===== config.mk =====
export PLATFORM = sky130hd
export DESIGN_NAME = uart_ctl
export DESIGN_NICKNAME = d
export VERILOG_FILES = /design/src/rtl/uart_ctl.sv
export SDC_FILE = /design/constraint.sdc
export NUM_CORES = 1
export LEC_CHECK = 0
export ABC_CLOCK_PERIOD_IN_PS = 3200
export BUFFER_PORTS_ARGS = -buffer_cell sky130_fd_sc_hd__buf_2
export CORE_AREA = 2 2 138 173
export CTS_CLUSTER_SIZE = 25
export DETAILED_ROUTE_END_ITERATION = 8
export DIE_AREA = 0 0 140 175
export GPL_ROUTABILITY_DRIVEN = 1
export PLACE_DENSITY = 0.49
export SETUP_SLACK_MARGIN = 0.05
export SLEW_MARGIN = 20
export SYNTH_ARGS = -nofsm -noshare
export SYNTH_HDL_FRONTEND = slang
export SYNTH_SLANG_ARGS = --single-unit
export TNS_END_PERCENT = 1

===== constraint.sdc =====
create_clock -name clk -period 3.2 [get_ports clk]
set_input_delay 0.16 -clock clk [delete_from_list [all_inputs] [get_ports clk]]
set_output_delay 0.16 -clock clk [all_outputs]
set_load 0.01 [all_outputs]

===== src/rtl/uart_ctl.sv =====
// rtl/uart_ctl.sv - parametrised full-duplex UART controller with TX/RX FIFOs
//
// Optional feature macro: UART_PARITY_EN (one parity bit after data, checked on RX)
//
// Ports:
//   clk, rst       system clock, synchronous active-high reset
//   uart_rx        asynchronous serial input, idle high
//   uart_tx        registered serial output, idle high
//   tx_data/tx_valid/tx_ready   TX stream into the TX FIFO
//   rx_data/rx_valid/rx_ready   RX stream out of the RX FIFO (first-word fall-through)
//   tx_busy        frame on the line or TX FIFO non-empty
//   rx_frame_err   one-cycle pulse, stop bit sampled low
//   rx_parity_err  one-cycle pulse, parity mismatch (0 without UART_PARITY_EN)
//   rx_overrun     one-cycle pulse, received byte dropped because RX FIFO full

// First-word fall-through FIFO; ready/valid come from the registered count.
module uart_ctl_fifo #(
   parameter int WIDTH = 8,
   parameter int DEPTH = 4
) (
   input  logic             clk,
   input  logic             rst,
   input  logic [WIDTH-1:0] inData,
   input  logic             inValid,
   output logic             inReady,
   output logic [WIDTH-1:0] outData,
   output logic             outValid,
   input  logic             outReady
);
   localparam int AW = $clog2(DEPTH);
   localparam logic [AW:0] FULL_CNT = (AW+1)'(DEPTH);

   logic [WIDTH-1:0] mem [DEPTH];
   logic [AW-1:0]    wrPtr;
   logic [AW-1:0]    rdPtr;
   logic [AW:0]      count;
   logic             doPush;
   logic             doPop;

   assign inReady  = (count != FULL_CNT);
   assign outValid = (count != '0);
   assign doPush   = inValid && inReady;
   assign doPop    = outValid && outReady;
   // Empty FIFO presents zero so the consumer never sees stale storage.
   assign outData  = outValid ? mem[rdPtr] : '0;

   always_ff @(posedge clk) begin
      if (doPush) begin
         mem[wrPtr] <= inData;
      end
   end

   always_ff @(posedge clk) begin
      if (rst) begin
         wrPtr <= '0;
         rdPtr <= '0;
         count <= '0;
      end else begin
         if (doPush) begin
            wrPtr <= wrPtr + AW'(1);
         end
         if (doPop) begin
            rdPtr <= rdPtr + AW'(1);
         end
         case ({doPush, doPop})
            2'b10:   count <= count + (AW+1)'(1);
            2'b01:   count <= count - (AW+1)'(1);
            default: count <= count;
         endcase
      end
   end
endmodule

module uart_ctl #(
   parameter int CLKS_PER_BIT = 234,
   parameter int DATA_BITS    = 8,
   parameter int STOP_BITS    = 1,
   parameter int FIFO_DEPTH   = 4,
   parameter int PARITY_ODD   = 0
) (
   input  logic                 clk,
   input  logic                 rst,
   input  logic                 uart_rx,
   output logic                 uart_tx,
   input  logic [DATA_BITS-1:0] tx_data,
   input  logic                 tx_valid,
   output logic                 tx_ready,
   output logic [DATA_BITS-1:0] rx_data,
   output logic                 rx_valid,
   input  logic                 rx_ready,
   output logic                 tx_busy,
   output logic                 rx_frame_err,
   output logic                 rx_parity_err,
   output logic                 rx_overrun
);
`ifdef UART_PARITY_EN
   localparam bit PAR_EN = 1'b1;
`else
   localparam bit PAR_EN = 1'b0;
`endif
   localparam bit PAR_ODD = (PARITY_ODD != 0);
   localparam int CW = $clog2(CLKS_PER_BIT);
   localparam logic [CW-1:0] BIT_LAST  = CW'(CLKS_PER_BIT - 1);
   localparam logic [CW-1:0] HALF_LAST = CW'(CLKS_PER_BIT / 2 - 1);
   localparam logic [2:0]    DATA_LAST = 3'(DATA_BITS - 1);
   localparam logic [2:0]    STOP_LAST = 3'(STOP_BITS - 1);

   typedef enum logic [2:0] {TX_IDLE, TX_START, TX_DATA, TX_PARITY, TX_STOP} txState_t;
   typedef enum logic [2:0] {RX_IDLE, RX_START, RX_DATA, RX_PARITY, RX_STOP, RX_WAIT_HIGH} rxState_t;

   // ---------------- TX ----------------
   txState_t             txState, txStateNxt;
   logic [CW-1:0]        txCnt, txCntNxt;
   logic [2:0]           txIdx, txIdxNxt;
   logic [DATA_BITS-1:0] txShift, txShiftNxt;
   logic                 txPar, txParNxt;
   logic                 txBit;
   logic                 txLoad;
   logic                 txPop;
   logic                 txLine;
   logic                 txLineBusy;
   logic [DATA_BITS-1:0] txHead;
   logic                 txHeadValid;
   logic                 txBitEnd;

   uart_ctl_fifo #(.WIDTH(DATA_BITS), .DEPTH(FIFO_DEPTH)) txFifo (
      .clk      (clk),
      .rst      (rst),
      .inData   (tx_data),
      .inValid  (tx_valid),
      .inReady  (tx_ready),
      .outData  (txHead),
      .outValid (txHeadValid),
      .outReady (txPop)
   );

   assign txBitEnd = (txCnt == BIT_LAST);

   always_comb begin
      txStateNxt = txState;
      txCntNxt   = txBitEnd ? '0 : txCnt + CW'(1);
      txIdxNxt   = txIdx;
      txShiftNxt = txShift;
      txParNxt   = txPar;
      txBit      = 1'b1;
      txLoad     = 1'b0;
      txPop      = 1'b0;
      case (txState)
         TX_IDLE: begin
            txCntNxt = '0;
            txLoad   = txHeadValid;
         end
         TX_START: begin
            txBit = 1'b0;
            if (txBitEnd) begin
               txStateNxt = TX_DATA;
               txIdxNxt   = '0;
            end
         end
         TX_DATA: begin
            txBit = txShift[0];
            if (txBitEnd) begin
               txShiftNxt = {1'b0, txShift[DATA_BITS-1:1]};
               if (txIdx == DATA_LAST) begin
                  txIdxNxt   = '0;
                  txStateNxt = PAR_EN ? TX_PARITY : TX_STOP;
               end else begin
                  txIdxNxt = txIdx + 3'd1;
               end
            end
         end
         TX_PARITY: begin
            txBit = txPar;
            if (txBitEnd) begin
               txStateNxt = TX_STOP;
               txIdxNxt   = '0;
            end
         end
         TX_STOP: begin
            txBit = 1'b1;
            if (txBitEnd) begin
               if (txIdx == STOP_LAST) begin
                  txIdxNxt   = '0;
                  txStateNxt = TX_IDLE;
                  // Chain straight into the next start bit so frames abut.
                  txLoad     = txHeadValid;
               end else begin
                  txIdxNxt = txIdx + 3'd1;
               end
            end
         end
         default: txStateNxt = TX_IDLE;
      endcase
      if (txLoad) begin
         txPop      = 1'b1;
         txShiftNxt = txHead;
         txParNxt   = (^txHead) ^ PAR_ODD;
         txStateNxt = TX_START;
         txCntNxt   = '0;
      end
   end

   always_ff @(posedge clk) begin
      if (rst) begin
         txState    <= TX_IDLE;
         txCnt      <= '0;
         txIdx      <= '0;
         txShift    <= '0;
         txPar      <= 1'b0;
         txLine     <= 1'b1;
         txLineBusy <= 1'b0;
      end else begin
         txState    <= txStateNxt;
         txCnt      <= txCntNxt;
         txIdx      <= txIdxNxt;
         txShift    <= txShiftNxt;
         txPar      <= txParNxt;
         // The line lags the FSM by one cycle; txLineBusy tracks that lag
         // so tx_busy covers the final stop bit as it appears on the pin.
         txLine     <= txBit;
         txLineBusy <= (txState != TX_IDLE);
      end
   end

   assign uart_tx = txLine;
   assign tx_busy = txHeadValid || (txState != TX_IDLE) || txLineBusy;

   // ---------------- RX ----------------
   rxState_t             rxState, rxStateNxt;
   logic [CW-1:0]        rxCnt, rxCntNxt;
   logic [2:0]           rxIdx, rxIdxNxt;
   logic [DATA_BITS-1:0] rxShift, rxShiftNxt;
   logic                 rxParBit, rxParBitNxt;
   logic                 rxMeta, rxSync;
   logic                 rxPush;
   logic                 rxFifoReady;
   logic                 rxParBad;
   logic                 frameErrNxt, parErrNxt, overrunNxt;
   logic                 frameErrQ, parErrQ, overrunQ;

   uart_ctl_fifo #(.WIDTH(DATA_BITS), .DEPTH(FIFO_DEPTH)) rxFifo (
      .clk      (clk),
      .rst      (rst),
      .inData   (rxShift),
      .inValid  (rxPush),
      .inReady  (rxFifoReady),
      .outData  (rx_data),
      .outValid (rx_valid),
      .outReady (rx_ready)
   );

   assign rxParBad = PAR_EN && (rxParBit != ((^rxShift) ^ PAR_ODD));

   always_comb begin
      rxStateNxt  = rxState;
      rxCntNxt    = rxCnt + CW'(1);
      rxIdxNxt    = rxIdx;
      rxShiftNxt  = rxShift;
      rxParBitNxt = rxParBit;
      rxPush      = 1'b0;
      frameErrNxt = 1'b0;
      parErrNxt   = 1'b0;
      overrunNxt  = 1'b0;
      case (rxState)
         RX_IDLE: begin
            rxCntNxt = '0;
            if (!rxSync) begin
               rxStateNxt = RX_START;
            end
         end
         RX_START: begin
            // Half a bit in: still low means a real start bit, and from here
            // every sample lands one full bit later at the bit centre.
            if (rxCnt == HALF_LAST) begin
               rxCntNxt   = '0;
               rxIdxNxt   = '0;
               rxStateNxt = rxSync ? RX_IDLE : RX_DATA;
            end
         end
         RX_DATA: begin
            if (rxCnt == BIT_LAST) begin
               rxCntNxt   = '0;
               rxShiftNxt = {rxSync, rxShift[DATA_BITS-1:1]};
               if (rxIdx == DATA_LAST) begin
                  rxIdxNxt   = '0;
                  rxStateNxt = PAR_EN ? RX_PARITY : RX_STOP;
               end else begin
                  rxIdxNxt = rxIdx + 3'd1;
               end
            end
         end
         RX_PARITY: begin
            if (rxCnt == BIT_LAST) begin
               rxCntNxt    = '0;
               rxParBitNxt = rxSync;
               rxStateNxt  = RX_STOP;
            end
         end
         RX_STOP: begin
            if (rxCnt == BIT_LAST) begin
               rxCntNxt = '0;
               if (!rxSync) begin
                  frameErrNxt = 1'b1;
                  rxStateNxt  = RX_WAIT_HIGH;
               end else begin
                  rxStateNxt = RX_IDLE;
                  if (rxParBad) begin
                     parErrNxt = 1'b1;
                  end else if (rxFifoReady) begin
                     rxPush = 1'b1;
                  end else begin
                     overrunNxt = 1'b1;
                  end
               end
            end
         end
         RX_WAIT_HIGH: begin
            // A held-low line (break) must not be mistaken for a new start bit.
            rxCntNxt = '0;
            if (rxSync) begin
               rxStateNxt = RX_IDLE;
            end
         end
         default: rxStateNxt = RX_IDLE;
      endcase
   end

   always_ff @(posedge clk) begin
      if (rst) begin
         rxMeta    <= 1'b1;
         rxSync    <= 1'b1;
         rxState   <= RX_IDLE;
         rxCnt     <= '0;
         rxIdx     <= '0;
         rxShift   <= '0;
         rxParBit  <= 1'b0;
         frameErrQ <= 1'b0;
         parErrQ   <= 1'b0;
         overrunQ  <= 1'b0;
      end else begin
         rxMeta    <= uart_rx;
         rxSync    <= rxMeta;
         rxState   <= rxStateNxt;
         rxCnt     <= rxCntNxt;
         rxIdx     <= rxIdxNxt;
         rxShift   <= rxShiftNxt;
         rxParBit  <= rxParBitNxt;
         frameErrQ <= frameErrNxt;
         parErrQ   <= parErrNxt;
         overrunQ  <= overrunNxt;
      end
   end

   assign rx_frame_err  = frameErrQ;
   assign rx_parity_err = parErrQ;
   assign rx_overrun    = overrunQ;
endmodule


### Yosys cells after proc, flatten, opt, wreduce, memory -nomap -nowiden

Memory sizes are Yosys's and may differ from the RTL's. A register that Yosys moved wholly into a read port is not among the register bits.
Index checks and enable logic that the tools add are counted.

| storage, ports and cells | value |
|---|---|
| register bits after elaboration | 65 |
| memories | 2 |
| bits in writable memories | 64 |

| cells by class | value |
|---|---|
| $add $sub $neg | 12 |
| reduce and logical (&&, ||, !) cells | 33 |
| eq/ne operators | 41 |
| muxes and demuxes | 57 |
| bitwise gates (word level) | 4 |

Memory list:

| name | words | bits a word | read ports | clocked after Yosys merged registers in | write ports | line | RTL |
|---|---|---|---|---|---|---|---|
| rxFifo.mem | 4 | 8 | 1 | 1 | 1 | 33 | `logic [WIDTH-1:0] mem [DEPTH];` |
| txFifo.mem | 4 | 8 | 1 | 1 | 1 | 33 |  |

Operator list:

| kind | count |
|---|---|
| $mux 3 | 22 |
| $mux 8 | 7 |
| $ne 2x2->1 const B | 14 |
| $ne 3x3->1 const B | 8 |
| $pmux 8 s3 | 1 |
| $reduce_and 7->1 | 3 |
| $pmux 3 s2 | 3 |
| $pmux 3 s6 | 1 |
| $add 8x1->8 const B | 2 |
| $eq 8x8->1 const B | 2 |
| $eq 3x3->1 const B | 5 |
| $pmux 3 s5 | 1 |
| $mux 1 | 14 |
| $add 3x1->3 const B | 4 |
| $eq 3x2->1 const B | 4 |
| $reduce_bool 3->1 | 4 |
| $mux 2 | 5 |
| $reduce_bool 2->1 | 5 |
| $logic_not 3->1 | 3 |
| $pmux 3 s3 | 1 |
| $add 2x1->2 const B | 4 |
| $eq 8x7->1 const B | 1 |
| $reduce_or 4->1 | 2 |
| $reduce_xor 8->1 | 1 |
| 15 further kinds | 30 |

### Longest topological paths before layout

Gate-level depths: netlist of run 1.

| depth | value |
|---|---|
| word-level depth | 8 |
| gate-level depth with buffers | 13 |
| depth with buffers taken out | 12 |

### By module

A second synthesis of run 1 with hierarchy kept.

| second synthesis, totals | value |
|---|---|
| cell total of the unflattened synthesis | 495 |
| area total of the unflattened synthesis | 5814.3 um^2 |

By module, submodules not included:

| module | times used | cells an instance | area each (um^2) | sequential area each (um^2) |
|---|---|---|---|---|
| uart_ctl_fifo | 2 | 106 | 1715.4 | 1141.1 |
| uart_ctl | 1 | 283 | 2383.5 | 1021.0 |

### Worst setup path before layout of run 1

OpenSTA, ideal clock, no wires.

| timing | value |
|---|---|
| kind | register to register |
| start point | register txIdx[0] |
| end point | register txFifo.count[2] |
| path slack | 424 ps |
| path buffers | 1 |
| stages on the path, launching flop included | 14 |
| period minus slack after synthesis | 2776 ps |
| arrival time | 2705 ps |
| library setup time | 71 ps |
| path through | dfxtp_1 > inv_1 > ha_1 > nand2b_1 > o41ai_1 > nand2_1 > inv_1 > buf_2 > ha_1 > inv_1 > fa_1 > xor2_1 > or3_1 > a21oi_1 |

| on the way | value |
|---|---|
| longest elaborated chain between the ends | 8 |
| elaborated cells on any way between the ends | 10 |

Ends and longest elaborated chain:

| item | line | RTL |
|---|---|---|
| from (decl) | 114 | `logic [2:0] txIdx, txIdxNxt;` |
| from (signal assigned) | 215 | `txIdx <= txIdxNxt;` |
| $logic_not 3->1 (*) | 182 | `if (txIdx == STOP_LAST) begin` |
| $mux 1 (*) | 182 |  |
| $mux 1 (*) | 181 | `if (txBitEnd) begin` |
| $pmux 1 s2 (*) | 148 | `case (txState)` |
| $mux 1 (*) | 194 | `if (txLoad) begin` |
| $logic_and 1x1->1 (*) | 43 | `assign doPop = outValid && outReady;` |
| via txFifo.doPop | 38 | `logic doPop;` |
| $eq 2x1->1 or $eq 2x2->1 (tied branches) | 65 | `case ({doPush, doPop})` |
| $pmux 3 s2 or $reduce_bool 2->1 (tied branches) | - |  |
| to (signal assigned) | 66 | `2'b10: count <= count + (AW+1)'(1);` |
| to (signal assigned) | 67 | `2'b01: count <= count - (AW+1)'(1);` |
| to (signal assigned) | 68 | `default: count <= count;` |
| to (decl) | 36 | `logic [AW:0] count;` |

Mark *: on every way through the listed nets, which the timed path passes. The rest lies on a longest branch.
A chain may end at the register's enable or synchronous reset.

### Final worst setup path of run 1

| timing | value |
|---|---|
| start point | register txIdx[0] |
| end point | register txFifo.count[2] |

| on the way | value |
|---|---|
| longest elaborated chain between the ends | 8 |
| elaborated cells on any way between the ends | 10 |

Ends and longest elaborated chain:

| item | line |
|---|---|
| $logic_not 3->1 (*) | 182 |
| $mux 1 (*) | 182 |
| $mux 1 (*) | 181 |
| $pmux 1 s2 (*) | 148 |
| $mux 1 (*) | 194 |
| $logic_and 1x1->1 (*) | 43 |
| $eq 2x1->1 or $eq 2x2->1 (tied branches) | 65 |
| $pmux 3 s2 or $reduce_bool 2->1 (tied branches) | - |

Every way passes the cells marked *; elsewhere a longest branch is shown, timed or not.

==> flow_metrics.env, run 1 <==
export IMPL_outcome="complete, but fails checks"
export IMPL_violations="design-rule violations"
export IMPL_fin_tns_setup_ns=0
export IMPL_powerDensity_nw_per_um2=721
export IMPL_first_global_vias=3493
export IMPL_vias=3407
export IMPL_slew_limit_headroom_pct=33.2
export IMPL_syn_num_nets=491
export IMPL_grt_util_all_layers_pct=8.76
export IMPL_min_path_cells=4
export IMPL_antenna_found_initial=0
export IMPL_rows=62
export IMPL_fin_crit_ns=2.79
export IMPL_drc=2
export IMPL_multi_input_area_um2=2150
export IMPL_mostFrequentLayoutCell="dfxtp_1"
export IMPL_drt_iter0_markers=145
export IMPL_synth_edf_count=64
export IMPL_grt_max_degree=53
export IMPL_syn2layout_area_growth_pct=20.6
export IMPL_worstPathArrival_ns=3.12
export IMPL_antennaDiodeCount=0
export IMPL_root_buffer="clkbuf_16"
export IMPL_final_nets=528
export IMPL_yosysUniqueCellTypes=53
export IMPL_core_um2=22900
export IMPL_ys_seq_area_share_pct=58.8
export IMPL_overflow=0
export IMPL_fin_crit_sh_pct=87.2
export IMPL_wl_mm=10.3
export IMPL_synthMuxAreaShare_pct=8.37
export IMPL_critPathKind="reg2reg"
export IMPL_endpoint_kind="flip-flop"
export IMPL_cp_max_fo=5
export IMPL_synth_compound_area_share_pct=6.01
export IMPL_ios=28
export IMPL_fp_dieW_um=140
export IMPL_cts_sinks=133
export IMPL_cts_path_max_buffers=2
export IMPL_avgSynthCellArea_um2=12.3
export IMPL_r2r_cells=12
export IMPL_regArea_um2=3300
export IMPL_most_common_layout_cells="dfxtp_1, edfxtp_1, nor2_1"
export IMPL_tritoncts="done"
export IMPL_io_buffers=26
export IMPL_synth_top_family_by_area="simple AND/OR/NAND/NOR gates"
export IMPL_required_ns=3.52
export IMPL_max_freq_mhz=358
export IMPL_syn_inst=456
export IMPL_finalSetupViolations=0
export IMPL_ys_warn_count=0
export IMPL_numCtsBuffers=17
export IMPL_ys_flop_type="dfxtp_1"
export IMPL_peakVddDrop_mv=0.483
export IMPL_p_leak_nw=2.38
export IMPL_ant_nets=0
export IMPL_h_tree_depth=4
export IMPL_drive_above_1_share_pct=17.6
export IMPL_wl_per_cell_um=12.9
export IMPL_via_per_inst=4.29
export IMPL_grt_pass1_wl_mm=16.9
export IMPL_tightest_slew_ns=1.00
export IMPL_clk_pin_slew_worst_paths_ns=0.06
export IMPL_fillers=2305
export IMPL_synth_xor_area_share_pct=4.52
export IMPL_first_pass_iters=8
export IMPL_min_path_type="in2reg"
export IMPL_die_y_um=175
export IMPL_netlist_area_um2=5620
export IMPL_whs_ns=0.210
export IMPL_fin_skew_ns=0.00773
export IMPL_hold_viol_final=0
export IMPL_gp_congestion=0.785
export IMPL_dpl_hpwl_mm=6.86
export IMPL_rsz0062_at_grt="false"
export IMPL_synth_fa_ha_area_share_pct=5.16
export IMPL_synth_simple_area_share_pct=14.0
export IMPL_start_util_pct=24.6
export IMPL_slew_violations=0
export IMPL_ys_ff_latch=133
export IMPL_max_cap_violations=0
export IMPL_clkLatencyLatePin_ns=0.41
export IMPL_start_kind="flip-flop"
export IMPL_dieArea_um2=24500
export IMPL_async_reset_ff_share_pct=0
-- metal layers --
layer / part of all wire, % / track usage [%]
met5: 0 / 0
met4: 1.6 / 3.24
met3: 3.8 / 3.18
met2: 49 / 15.2
met1: 45 / 9.88
-- worst max-delay path, cell delays in order (launching register included) --
cell      delay [ns]
dfxtp_1         0.31
inv_1           0.10
ha_1            0.19
nand2b_1        0.11
o41ai_2         0.43
nand2_1         0.20
inv_1           0.12
ha_1            0.19
inv_1           0.06
fa_1            0.37
xor2_1          0.16
or3_1           0.30
a21oi_1         0.17
-- what timing repair did --
item                                   4_1_cts  5_1_grt
gates resized for setup                      0        1
hold buffers                                 9        0
endpoints found under the hold margin       33        0
buffers inserted                             0        0
setup endpoints to repair                    0        1
-- synth_stat cells, drive strengths merged, types with 8 or more instances --
cell type / number / area share, %
and3: 8 / 0.89
inv: 22 / 1.5
nand3: 9 / 0.80
a21oi: 22 / 2.0
a22oi: 8 / 1.1
xor2: 13 / 2.0
mux2i: 11 / 2.0
edfxtp: 64 / 34
mux4: 16 / 6.4
xnor2: 16 / 2.5
nand2: 24 / 1.6
and2: 16 / 1.8
nor2: 54 / 3.7
clkbuf: 13 / 0.87
dfxtp: 69 / 25
ha: 20 / 4.5
-- cells by family after synthesis --
| family | count (synthesis) |
|---|---|
| simple gates | 149 |
| flops | 133 |
| compound gates | 53 |
| buf+inv | 42 |
| xor+xnor | 29 |
| mux | 27 |
| fa+ha+maj | 22 |
| other cells | 1 |
-- area by class of cell --
class | count | area share, %
Sequential cell | 133 | 48.7
Multi-Input combinational cell | 281 | 31.7
Clock buffer | 17 | 6.27
Tap cell | 288 | 5.31
Timing Repair Buffer | 38 | 3.58
Clock inverter | 15 | 3.16
Inverter | 22 | 1.22
-- registers in the layout (all words and copies together), names as in the netlist, 2 cells and up, named ones only --
signal        count
rxCnt             8
rxFifo.count      3
rxFifo.mem       32
rxFifo.rdPtr      2
rxFifo.wrPtr      2
rxIdx             3
rxShift           8
rxState           3
txCnt             8
txFifo.count      3
txFifo.mem       32
txFifo.rdPtr      2
txFifo.wrPtr      2
txIdx             3
txShift           8
txState           3
-- where the power goes --
group | total, mW | switching [mW] | internal (mW)
logic | 0.756 | 0.395 | 0.361
clock network | 2.10 | 0.772 | 1.32
registers | 2.03 | 0.116 | 1.92
total | 4.89 | 1.28 | 3.60
-- worst paths after layout --
check / from / endpoint / slack, ns
setup reg to reg: txIdx[0] / txFifo.count[2] / 0.41
setup / recovery: txIdx[0] / txFifo.count[2] / 0.41
hold / removal: tx_valid / txFifo.wrPtr[1] / 0.21
hold reg to reg: rxMeta / rxSync / 0.42
-- per-stage QoR --
| step | cell area (um2) | instances | util (%) | setup WS (ns) | power, mW |
|---|---|---|---|---|---|
| 6_report | 6780 | 794 | 29.6 | 0.408 | 4.89 |
| 3_3_place_gp | 6040 | 753 | 26.4 | 0.412 | 2.81 |
| 3_5_place_dp | 6040 | 753 | 26.4 | 0.276 | 2.83 |
| 2_1_floorplan | 5620 | 456 | - | 0.424 | 2.64 |
| 5_1_grt | 6780 | 794 | 29.6 | 0.175 | 5.12 |
| 4_1_cts | 6770 | 794 | 29.6 | 0.250 | 4.94 |
(Power assumes the default switching activity.)
==> run 2: changes to the inputs <==
Settings changed: ABC_AREA set to 1, CORE_AREA 2 2 138 173 to 2 2 143 180, DIE_AREA 0 0 140 175 to 0 0 145 182.
==> run 2 against run 1 <==
The flow now finishes without violations; via count rose by 31%; final area rose by 6.8%; largest cell class unchanged; global-route usage rose by 0.92 points; sequential power rose by 5%; fmax up 6.4%.
==> flow_metrics.env, run 2 <==
export IMPL_outcome="complete, no violations"
export IMPL_clk_pin_slew_worst_paths_ns=0.06
export IMPL_grt_util_all_layers_pct=9.68
export IMPL_finalNonFillerCells=1093
export IMPL_slew_limit_headroom_pct=42.9
export IMPL_yosysTopAreaCell="edfxtp_1"
export IMPL_ios=28
export IMPL_regArea_um2=3300
export IMPL_async_reset_ff_share_pct=0
export IMPL_hold_viol_final=0
export IMPL_avgSynthCellArea_um2=8.66
export IMPL_netlist_area_um2=6090
export IMPL_ys_ff_latch=133
export IMPL_io_buffers=26
export IMPL_max_freq_mhz=381
export IMPL_gp_congestion=0.733
export IMPL_first_global_vias=4380
export IMPL_ant_nets=0
export IMPL_synth_edf_count=64
export IMPL_required_ns=3.50
export IMPL_fin_crit_ns=2.62
export IMPL_final_nets=780
export IMPL_yosys_area_top_type_share_pct=31.5
export IMPL_synth_area_leaders="edfxtp_1, dfxtp_1, nand2_1"
export IMPL_dp_cells=1052
export IMPL_via_per_inst=4.10
export IMPL_first_pass_iters=4
export IMPL_fin_skew_ns=0.0106
export IMPL_dpl_worst_slack_ns=0.590
export IMPL_cts_resized=0
export IMPL_synth_compound_area_share_pct=9.55
export IMPL_h_tree_depth=4
export IMPL_syn2layout_area_growth_pct=18.8
export IMPL_powerDensity_nw_per_um2=778
export IMPL_synthMuxAreaShare_pct=0
export IMPL_syn_num_nets=739
export IMPL_overflow=0
export IMPL_root_buffer="clkbuf_16"
export IMPL_synth_common_cells="nand2_1, nor2_1, dfxtp_1, edfxtp_1, inv_1"
export IMPL_drt_iter0_markers=180
export IMPL_syn_inst=704
export IMPL_cts_path_max_buffers=2
export IMPL_endpoint_kind="flip-flop"
export IMPL_ys_flop_type="dfxtp_1"
export IMPL_antennaDiodeCount=0
export IMPL_fin_tns_setup_ns=0
export IMPL_tritoncts="done"
export IMPL_slew_violations=0
export IMPL_setup_slack_ns=0.576
export IMPL_start_util_pct=24.6
export IMPL_vias=4480
export IMPL_core_um2=24800
export IMPL_most_common_layout_cells="nand2_1, nor2_1, dfxtp_1"
export IMPL_wl_per_cell_um=10.9
export IMPL_finalSetupViolations=0
export IMPL_dpl_hpwl_mm=8.33
export IMPL_die_y_um=182
export IMPL_rows=65
export IMPL_fin_crit_sh_pct=82.0
export IMPL_p_leak_nw=2.92
export IMPL_grt_max_degree=29
export IMPL_post_route_util_pct=29.2
export IMPL_drive_above_1_share_pct=14.8
export IMPL_cts_sinks=133
export IMPL_numCtsBuffers=17
export IMPL_start_kind="flip-flop"
export IMPL_clkLatencyLatePin_ns=0.42
export IMPL_worstPathArrival_ns=2.92
export IMPL_p_total_mw=5.63
export IMPL_cp_max_fo=12
export IMPL_wl_mm=11.9
export IMPL_antenna_found_initial=0
export IMPL_rsz0062_at_grt="false"
export IMPL_ys_seq_area_share_pct=54.2
export IMPL_synth_fa_ha_area_share_pct=4.76
export IMPL_synth_top_family_by_area="simple AND/OR/NAND/NOR gates"
export IMPL_fillers=2593
export IMPL_synth_xor_area_share_pct=0.431
export IMPL_peakVddDrop_mv=0.412
export IMPL_synth_most_common_cell="nand2_1"
export IMPL_max_cap_violations=0
export IMPL_dieArea_um2=26400
export IMPL_tightest_slew_ns=0.853
export IMPL_ys_warn_count=0
export IMPL_synth_simple_area_share_pct=23.8
export IMPL_multi_input_area_um2=2350
export IMPL_yosysUniqueCellTypes=41
export IMPL_drc=0
export IMPL_top_regs="rxFifo.mem: 32 flops, txFifo.mem: 32 flops"
export IMPL_critPathKind="reg2reg"
export IMPL_grt_pass1_wl_mm=20.7
export IMPL_min_path_type="in2reg"
export IMPL_mostFrequentLayoutCell="nand2_1"
export IMPL_fp_dieW_um=145
## run 2: cell types whose count changed after synthesis, moves of 18 or more
cell     change
inv_1       +42
a21oi_1     +26
nand2_1    +139
inv_2       +18
o21ai_0     +29
nor2_1      +38
nand3_1     +39
## run 2: routing by layer
metal / vias up / GRT usage [%] / wire (um) / part of all wire, %
met5: - / 0 / 0 / 0
met4: 0 / 3.41 / 170 / 1.4
met3: 12 / 2.34 / 351 / 2.9
met2: 54 / 17.5 / 6060 / 51
met1: 2030 / 11.1 / 5360 / 45
li1: 2384 / - / - / -
## run 2: critical path, cell delays in order (launching register included)
cell and delay (ns):
dfxtp_1 0.38, ha_1 0.16, nand2_1 0.05, nor2_1 0.11, nand2_2 0.12, inv_2 0.09
nand3_1 0.06, nand2_1 0.07, nand2_2 0.18, inv_2 0.22, ha_1 0.17, inv_1 0.07
fa_1 0.38, a21oi_1 0.15, o21ai_0 0.11, o21ai_0 0.15, a21oi_1 0.05
## run 2: area by class of cell
type	count	area share, %
Clock buffer	17	5.88
Sequential cell	133	45.6
Clock inverter	15	2.06
Timing Repair Buffer	42	3.77
Tap cell	335	5.79
Inverter	83	4.37
Multi-Input combinational cell	468	32.5
## run 2: final timing paths
path / cells after the start / slack (ns) / end / startpoint
worst max-delay path: 16 / 0.58 / txFifo.count[2] / txCnt[0]
worst min-delay path: 4 / 0.11 / flip-flop / rx_ready
worst max register to register: 16 / 0.58 / txFifo.count[2] / txCnt[0]
worst min register to register: 1 / 0.41 / rxSync / rxMeta
## run 2: kinds of logic (layout without fill, tap and decap cells)
family | Yosys count | after routing
simple gates | 337 | 337
flops | 133 | 133
compound gates | 105 | 105
buf+inv | 103 | 157
fa+ha+maj | 22 | 22
xor+xnor | 3 | 3
other cells | 1 | 1
## run 2: metrics by stage
stage          cell area [um2]  hold WS [ns]
4_1_cts                   7240        0.0938
3_3_place_gp              6570         0.378
3_5_place_dp              6570         0.375
2_1_floorplan             6090         0.259
6_report                  7240         0.107
5_1_grt                   7240         0.139
## run 2: repair_timing
item,4_1_cts,5_1_grt
endpoints found under the hold margin,33,0
setup buffers,0,0
hold buffers,9,0
## run 2: power by group
| part | internal, mW | switching (mW) | total, mW |
|---|---|---|---|
| registers | 1.97 | 0.159 | 2.13 |
| clock network | 1.04 | 0.846 | 1.89 |
| logic | 0.548 | 1.07 | 1.62 |
| total | 3.56 | 2.07 | 5.63 |
